## src/rtl/sram_arb_pkg.sv

```systemverilog
// sram_arb_pkg
//   Shared definitions for the SRAM arbiter: FSM state encoding, the command
//   codes understood by sram_interface, and the split of the 19-bit request
//   address into the half-select bit and the 18-bit word address.
package sram_arb_pkg;

   typedef enum logic [1:0] {
      ST_IDLE  = 2'd0,
      ST_ISSUE = 2'd1,
      ST_WAIT  = 2'd2,
      ST_DONE  = 2'd3
   } arb_state_t;

   localparam logic [1:0] CMD_IDLE  = 2'd0;
   localparam logic [1:0] CMD_READ  = 2'd1;
   localparam logic [1:0] CMD_WRITE = 2'd2;

   localparam int ADDR_W   = 19;
   localparam int DATA_W   = 16;
   localparam int CS_BIT   = 18;
   localparam int WORD_MSB = 17;

   function automatic logic [1:0] op_to_cmd(input logic wr);
      return wr ? CMD_WRITE : CMD_READ;
   endfunction

endpackage

```

## src/rtl/sram_arb_rr.sv

```systemverilog
// sram_arb_rr
//   Two-way request picker.
//   Ports:
//     valid0_i, valid1_i : request pending on port 0 / port 1
//     ptr_i              : port preferred when both request (round-robin pointer)
//     fixed_i            : 1 = port 0 always wins a tie, ptr_i ignored
//     any_o              : at least one request pending
//     grant_o            : index of the winning port (valid only when any_o)
module sram_arb_rr (
   input  logic valid0_i,
   input  logic valid1_i,
   input  logic ptr_i,
   input  logic fixed_i,
   output logic any_o,
   output logic grant_o
);

   always_comb begin
      any_o   = valid0_i | valid1_i;
      grant_o = 1'b0;
      if (valid0_i && valid1_i) begin
         grant_o = fixed_i ? 1'b0 : ptr_i;
      end else if (valid1_i) begin
         grant_o = 1'b1;
      end
   end

endmodule

```

## src/rtl/sram_arbiter.sv

```systemverilog
// sram_arbiter
//   Shares the single sram_interface port between the sensor logger (port 0)
//   and the telemetry readback path (port 1). One transaction at a time:
//   IDLE -> ISSUE -> WAIT -> DONE -> IDLE.
//   Ports:
//     CLK_48MHZ, RESET            : clock, asynchronous active-high reset
//     REQn_VALID/WRITE/ADDR/WDATA : request from port n (held until REQn_READY)
//     REQn_READY                  : one-cycle accept pulse
//     REQn_DONE, REQn_RDATA       : completion pulse; read data held between reads
//     SRAM_CMD/ADDR/CS/WDATA      : command side of sram_interface
//     SRAM_STATUS, SRAM_RDATA     : busy flag and read data from sram_interface
//     ERR_TIMEOUT                 : sticky transaction-timeout flag
//   Build option: define SRAM_ARB_TIMEOUT_EN to abort a transaction that spends
//   TIMEOUT_CYCLES in ISSUE+WAIT; otherwise the FSM waits on SRAM_STATUS forever
//   and ERR_TIMEOUT is tied 0.
module sram_arbiter
   import sram_arb_pkg::*;
#(
   parameter int FIXED_PRIO     = 0,
   parameter int TIMEOUT_CYCLES = 64
) (
   input  logic              CLK_48MHZ,
   input  logic              RESET,
   input  logic              REQ0_VALID,
   input  logic              REQ0_WRITE,
   input  logic [ADDR_W-1:0] REQ0_ADDR,
   input  logic [DATA_W-1:0] REQ0_WDATA,
   output logic              REQ0_READY,
   output logic              REQ0_DONE,
   output logic [DATA_W-1:0] REQ0_RDATA,
   input  logic              REQ1_VALID,
   input  logic              REQ1_WRITE,
   input  logic [ADDR_W-1:0] REQ1_ADDR,
   input  logic [DATA_W-1:0] REQ1_WDATA,
   output logic              REQ1_READY,
   output logic              REQ1_DONE,
   output logic [DATA_W-1:0] REQ1_RDATA,
   output logic [1:0]        SRAM_CMD,
   output logic [WORD_MSB:0] SRAM_ADDR,
   output logic              SRAM_CS,
   output logic [DATA_W-1:0] SRAM_WDATA,
   input  logic              SRAM_STATUS,
   input  logic [DATA_W-1:0] SRAM_RDATA,
   output logic              ERR_TIMEOUT
);

   arb_state_t        state_q, state_d;
   logic              ptr_q, ptr_d;      // port preferred on the next tie
   logic              win_q, win_d;      // port owning the current transaction
   logic              wr_q, wr_d;
   logic [ADDR_W-1:0] addr_q, addr_d;
   logic [DATA_W-1:0] wdata_q, wdata_d;
   logic [DATA_W-1:0] rdata0_q, rdata0_d;
   logic [DATA_W-1:0] rdata1_q, rdata1_d;
   logic              any_valid, grant;
   logic              timeout_hit;

   sram_arb_rr u_rr (
      .valid0_i (REQ0_VALID),
      .valid1_i (REQ1_VALID),
      .ptr_i    (ptr_q),
      .fixed_i  (FIXED_PRIO != 0),
      .any_o    (any_valid),
      .grant_o  (grant)
   );

`ifdef SRAM_ARB_TIMEOUT_EN
   localparam int CNT_W = $clog2(TIMEOUT_CYCLES + 1);
   logic [CNT_W-1:0] cnt_q, cnt_d;
   logic             err_q;

   // Counts cycles spent in ISSUE+WAIT; cleared whenever the FSM is elsewhere.
   always_comb begin
      cnt_d = '0;
      if (state_q == ST_ISSUE || state_q == ST_WAIT) begin
         cnt_d = cnt_q + 1'b1;
      end
   end

   assign timeout_hit = (state_q == ST_ISSUE || state_q == ST_WAIT) &&
                        (cnt_q == CNT_W'(TIMEOUT_CYCLES - 1));

   always_ff @(posedge CLK_48MHZ or posedge RESET) begin
      if (RESET) begin
         cnt_q <= '0;
         err_q <= 1'b0;
      end else begin
         cnt_q <= cnt_d;
         err_q <= err_q | timeout_hit;
      end
   end

   assign ERR_TIMEOUT = err_q;
`else
   // Timeout disabled; the parameter stays referenced so both builds share
   // one parameter list.
   assign timeout_hit = 1'b0 & (TIMEOUT_CYCLES > 0);
   assign ERR_TIMEOUT = 1'b0;
`endif

   always_comb begin
      state_d    = state_q;
      ptr_d      = ptr_q;
      win_d      = win_q;
      wr_d       = wr_q;
      addr_d     = addr_q;
      wdata_d    = wdata_q;
      rdata0_d   = rdata0_q;
      rdata1_d   = rdata1_q;
      REQ0_READY = 1'b0;
      REQ1_READY = 1'b0;
      case (state_q)
         ST_IDLE: begin
            // A busy sram_interface (left over from an aborted cycle) blocks grants.
            if (any_valid && !SRAM_STATUS) begin
               win_d   = grant;
               state_d = ST_ISSUE;
               if (grant) begin
                  REQ1_READY = 1'b1;
                  wr_d       = REQ1_WRITE;
                  addr_d     = REQ1_ADDR;
                  wdata_d    = REQ1_WDATA;
               end else begin
                  REQ0_READY = 1'b1;
                  wr_d       = REQ0_WRITE;
                  addr_d     = REQ0_ADDR;
                  wdata_d    = REQ0_WDATA;
               end
            end
         end
         ST_ISSUE: begin
            // Leaving ISSUE drops SRAM_CMD, so the command is never seen again
            // once sram_interface returns idle.
            if (timeout_hit) begin
               state_d = ST_DONE;
            end else if (SRAM_STATUS) begin
               state_d = ST_WAIT;
            end
         end
         ST_WAIT: begin
            if (timeout_hit) begin
               state_d = ST_DONE;
            end else if (!SRAM_STATUS) begin
               state_d = ST_DONE;
               // Capture here so the data is visible in the same cycle as DONE.
               if (!wr_q) begin
                  if (win_q) begin
                     rdata1_d = SRAM_RDATA;
                  end else begin
                     rdata0_d = SRAM_RDATA;
                  end
               end
            end
         end
         ST_DONE: begin
            ptr_d   = ~win_q;
            state_d = ST_IDLE;
         end
         default: state_d = ST_IDLE;
      endcase
   end

   always_ff @(posedge CLK_48MHZ or posedge RESET) begin
      if (RESET) begin
         state_q  <= ST_IDLE;
         ptr_q    <= 1'b0;
         win_q    <= 1'b0;
         wr_q     <= 1'b0;
         addr_q   <= '0;
         wdata_q  <= '0;
         rdata0_q <= '0;
         rdata1_q <= '0;
      end else begin
         state_q  <= state_d;
         ptr_q    <= ptr_d;
         win_q    <= win_d;
         wr_q     <= wr_d;
         addr_q   <= addr_d;
         wdata_q  <= wdata_d;
         rdata0_q <= rdata0_d;
         rdata1_q <= rdata1_d;
      end
   end

   assign SRAM_CMD   = (state_q == ST_ISSUE) ? op_to_cmd(wr_q) : CMD_IDLE;
   assign SRAM_ADDR  = addr_q[WORD_MSB:0];
   assign SRAM_CS    = addr_q[CS_BIT];
   assign SRAM_WDATA = wdata_q;
   assign REQ0_DONE  = (state_q == ST_DONE) && !win_q;
   assign REQ1_DONE  = (state_q == ST_DONE) && win_q;
   assign REQ0_RDATA = rdata0_q;
   assign REQ1_RDATA = rdata1_q;

endmodule
```

## config.mk

```make
export PLATFORM = sky130hd
export DESIGN_NAME = sram_arbiter
export DESIGN_NICKNAME = d
export VERILOG_FILES = /design/src/rtl/sram_arb_pkg.sv /design/src/rtl/sram_arb_rr.sv /design/src/rtl/sram_arbiter.sv
export SDC_FILE = /design/constraint.sdc
export NUM_CORES = 1
export LEC_CHECK = 0
export ABC_AREA = 0
export ABC_CLOCK_PERIOD_IN_PS = 2900
export CORE_MARGIN = 2
export CORE_UTILIZATION = 40
export CTS_CLUSTER_DIAMETER = 60
export DETAILED_ROUTE_END_ITERATION = 8
export PLACE_DENSITY = 0.78
export RECOVER_POWER = 25
export SETUP_SLACK_MARGIN = 0.4
export SLEW_MARGIN = 20
export SYNTH_ARGS = -nofsm -noshare
export SYNTH_HDL_FRONTEND = slang
export SYNTH_SLANG_ARGS = --single-unit
```

## constraint.sdc

```tcl
create_clock -name CLK_48MHZ -period 2.9 [get_ports CLK_48MHZ]
set_clock_uncertainty 0.15 [all_clocks]
set_input_delay 0.58 -clock CLK_48MHZ [delete_from_list [all_inputs] [get_ports CLK_48MHZ]]
set_output_delay 0.58 -clock CLK_48MHZ [all_outputs]
set_load 0.02 [all_outputs]
```

==> results.md <==
- finished, final reports clean — status
- 3198 um2 — area of the mapped netlist
- 0.0004275 V — peak ir drop on the vdd network
- 4 — 1st-pass router iterations
- 93.42 um — horizontal die dimension
- 2.397 ns — final critical delay including setup and external delays
- 489 — number of cells in the design after placement
- 2615 — Via Count
- 7727 um2 — total core area
- 0.53 ns — stage delay of the slowest cell on the critical path
- 9 — number of buffers inserted during clock tree synthesis
- flip-flop — critical path startpoint category
- 32 — number of placement rows
- 0 — number of maximum-capacitance violations
- 17.49 um — average wire per cell in the routed design
- sky130_fd_sc_hd__clkdlybuf4s50_1 — most common cell after layout, fill and taps aside
- 5.082 mW — Final Total Pwr
- 0.3339 ns — hold slack
- 72 — number of synthesized register bits
- 0 ns — setup tns final
- 1002 nW/um2 — P per Cell Area
- 2784 — number of global-route vias before repair
- 330 — net count of the mapped netlist
- 4 — largest fanout on the critical path
- 0.8338 — final estimated routing congestion in global placement
- 232 — post-synthesis instance total
- 0.33 ns — Worst-Skew Late Latency
- 2 — Clock Path Buffers
- 8726 um2 — floorplan die area
- 496 — Total Nets Final
- output port — Setup crit end kind
- sky130_fd_sc_hd__dfrtp_1 — area leader, netlist
- 167 — I/O Pins
- 1.300 ns — slew at the pin closest to its max-slew limit
- 1 — worst path buffer plus inverter count
- 0 — Routed Antenna Nets
- 58.53% — synth-to-layout area growth
- sky130_fd_sc_hd__clkbuf_8 — Root Driver
- 0.8266 — Period Utilization, post-route
- buffers and inverters — CP top delay family
- 8813 um — routed wire length
- 63 — number of violations reported at the end of detailed-routing iteration 0
- 0 — total inserted antenna cells
- sky130_fd_sc_hd__dfrtp_1, sky130_fd_sc_hd__a221o_1, sky130_fd_sc_hd__a21boi_0 — Area contributors post-synth
- 13860 um — global-route wire length before repair
- 93.42 um — die height
- 0.5634 — fraction of post-synthesis cell area in the top cell type by area
- 3 — total number of H-tree levels
- 0.1095 — share of layout cells above drive strength 1
- 5 — number of cells on the worst reg-to-reg path
- 165 — IO buf count
- reg -> reg — Hold Path Class
- 0.1288 — worst rel slew slack
- 6370 um — sum of net half-perimeters after detailed placement
- 13.78 um2 — Avg Synthesized Cell Area
- 30 — post-synth cell types
- state_q[1]$_DFFE_PP0P_ — end of the worst register-to-register path
- 2.17 ns — Req. time, crit path
- 0 — antenna violations before repair
- 0.88 ns — worst reg2reg setup slack
- 0.2057 — Total GRT Usage
- REQ0_RDATA[2]$_DFFE_PP0P_ — worst-case hold path end point
- 5.188 — detail-routed via count per cell
- sky130_fd_sc_hd__clkdlybuf4s50_1 — crit path max-delay cell type
- 1.67 ns — worst path arrival time
- sky130_fd_sc_hd__clkdlybuf4s50_1, sky130_fd_sc_hd__dfrtp_1, sky130_fd_sc_hd__a221o_1, sky130_fd_sc_hd__a21boi_0, sky130_fd_sc_hd__mux2_1 — leading cell types in the layout, fill and taps excluded
- 0.4139 — starting density of the core
- 0 — count of final max-slew check failures
- 0.4172 GHz — highest attainable clock frequency
- 72 — clk sink count
- 0.07 ns — clock-pin transition on the worst setup and hold timing paths
- false — RSZ-0062 raised after global routing
- 0 — buffers inserted during post-CTS setup optimization
- 0 — Overflow after GRT
- reg -> out — Worst Setup Path Type
- 504 — Final Instance Count excl. Fillers
- 2.136 nW — Leak
- state_q[0]$_DFFE_PP0P_ — source of the worst register-to-register timing path
- 38 — maximum number of pins on one net before global-route repair
- 0 — number of hold violations in the final report
- yes — CTS tree
- 0 — number of design rule violations left after detail routing
- REQ0_RDATA[2]$_DFFE_PP0P_ — hold_sp
- 4943 um2 — dpl cell area
- 1 — hold path cells
- 0.5634 — sequential cell area fraction in the yosys report
- 0 — Setup-failing EPs final
- ha_1 -> and2_1 -> clkdlybuf4s50_1 — ordered list of cells on the worst path
- 0 — number of warnings printed during yosys synthesis
- 5070 um2 — Finished Cell Area
[registers in the layout, indices dropped and copies added (netlist names)]
register / cells
state_q: 2
addr_q: 19
SRAM_WDATA: 16
REQ0_RDATA: 16
wr_q: 1
ptr_q: 1
win_q: 1
REQ1_RDATA: 16
[where the power goes]
group	internal, mW	switching [mW]	leakage [nW]	total [mW]
Clock	0.302	0.344	0.0789	0.646
Sequential	1.49	0.273	0.887	1.76
Combinational	1.43	1.24	1.17	2.68
[through the flow]
stage | util | worst slack (ns)
6_report | 0.6561 | 0.5029
5_1_grt | 0.6561 | 0.3055
3_3_place_gp | 0.6397 | 0.1755
3_5_place_dp | 0.6397 | 0.1752
4_1_cts | 0.6593 | 0.3516
2_1_floorplan | - | 0.7718
[routing by layer]
metal | part of all wire | track usage | vias up
met3 | 0.073 | 0.05238 | 13
met4 | 0.017 | 0.07966 | 0
met2 | 0.50 | 0.3423 | 107
li1 | - | - | 1215
met1 | 0.41 | 0.2567 | 1280
met5 | 0 | 0 | -
[area by class of cell]
type,count,area (um2)
Clock inverter,4,22.52
Timing Repair Buffer,175,1707
Fill cell,574,2658
Multi-Input combinational cell,135,1260
Clock buffer,11,131.4
Tap cell,102,127.6
Inverter,5,20.02
Sequential cell,72,1802
[cell families (layout without fill, tap and decap cells)]
kind of cell    Yosys count  count (layout)  synth area share
compound gates           79              79            0.2105
fa+ha+maj                 5               5           0.01956
buf+inv                  25             195           0.04968
flops                    72              72            0.5634
mux                      33              33            0.1162
other cells               1               1          0.001173
simple gates             17              17           0.03952
[synth_stat cells, drive strengths merged]
| cell | number |
|---|---|
| a21boi | 36 |
| dfrtp | 72 |
| a21oi | 3 |
| nor4bb | 1 |
| conb | 1 |
| a221o | 36 |
| and3 | 2 |
| nor2b | 2 |
| nand2b | 1 |
| o21ai | 1 |
| nor3b | 1 |
| buf | 16 |
| clkbuf | 4 |
| mux2 | 33 |
| ha | 5 |
| a21o | 1 |
| inv | 5 |
| a211oi | 2 |
| nor4b | 1 |
| nor2 | 4 |
| or2 | 1 |
| or3b | 1 |
| and2 | 2 |
| nand2 | 1 |
[worst max path at each step]
stage,from,to,slack (ns),cells past startpoint
floorplan,state_q[0]$_DFFE_PP0P_,REQ0_READY,0.77,5
detailed placement,SRAM_STATUS,REQ0_READY,0.18,4
global route,RESET,SRAM_WDATA[8]$_DFFE_PP0P_,0.31,3
finish,state_q[0]$_DFFE_PP0P_,REQ1_DONE,0.50,3
CTS,state_q[0]$_DFFE_PP0P_,REQ0_READY,0.35,5
global placement,SRAM_STATUS,REQ1_READY,0.18,4
[what timing repair did]
item	CTS	global route
setup endpoints to repair	5	2
gates resized for setup	8	4
hold buffers	0	0
gates cloned	0	0
No activity file was read; power rests on OpenSTA's default activity.
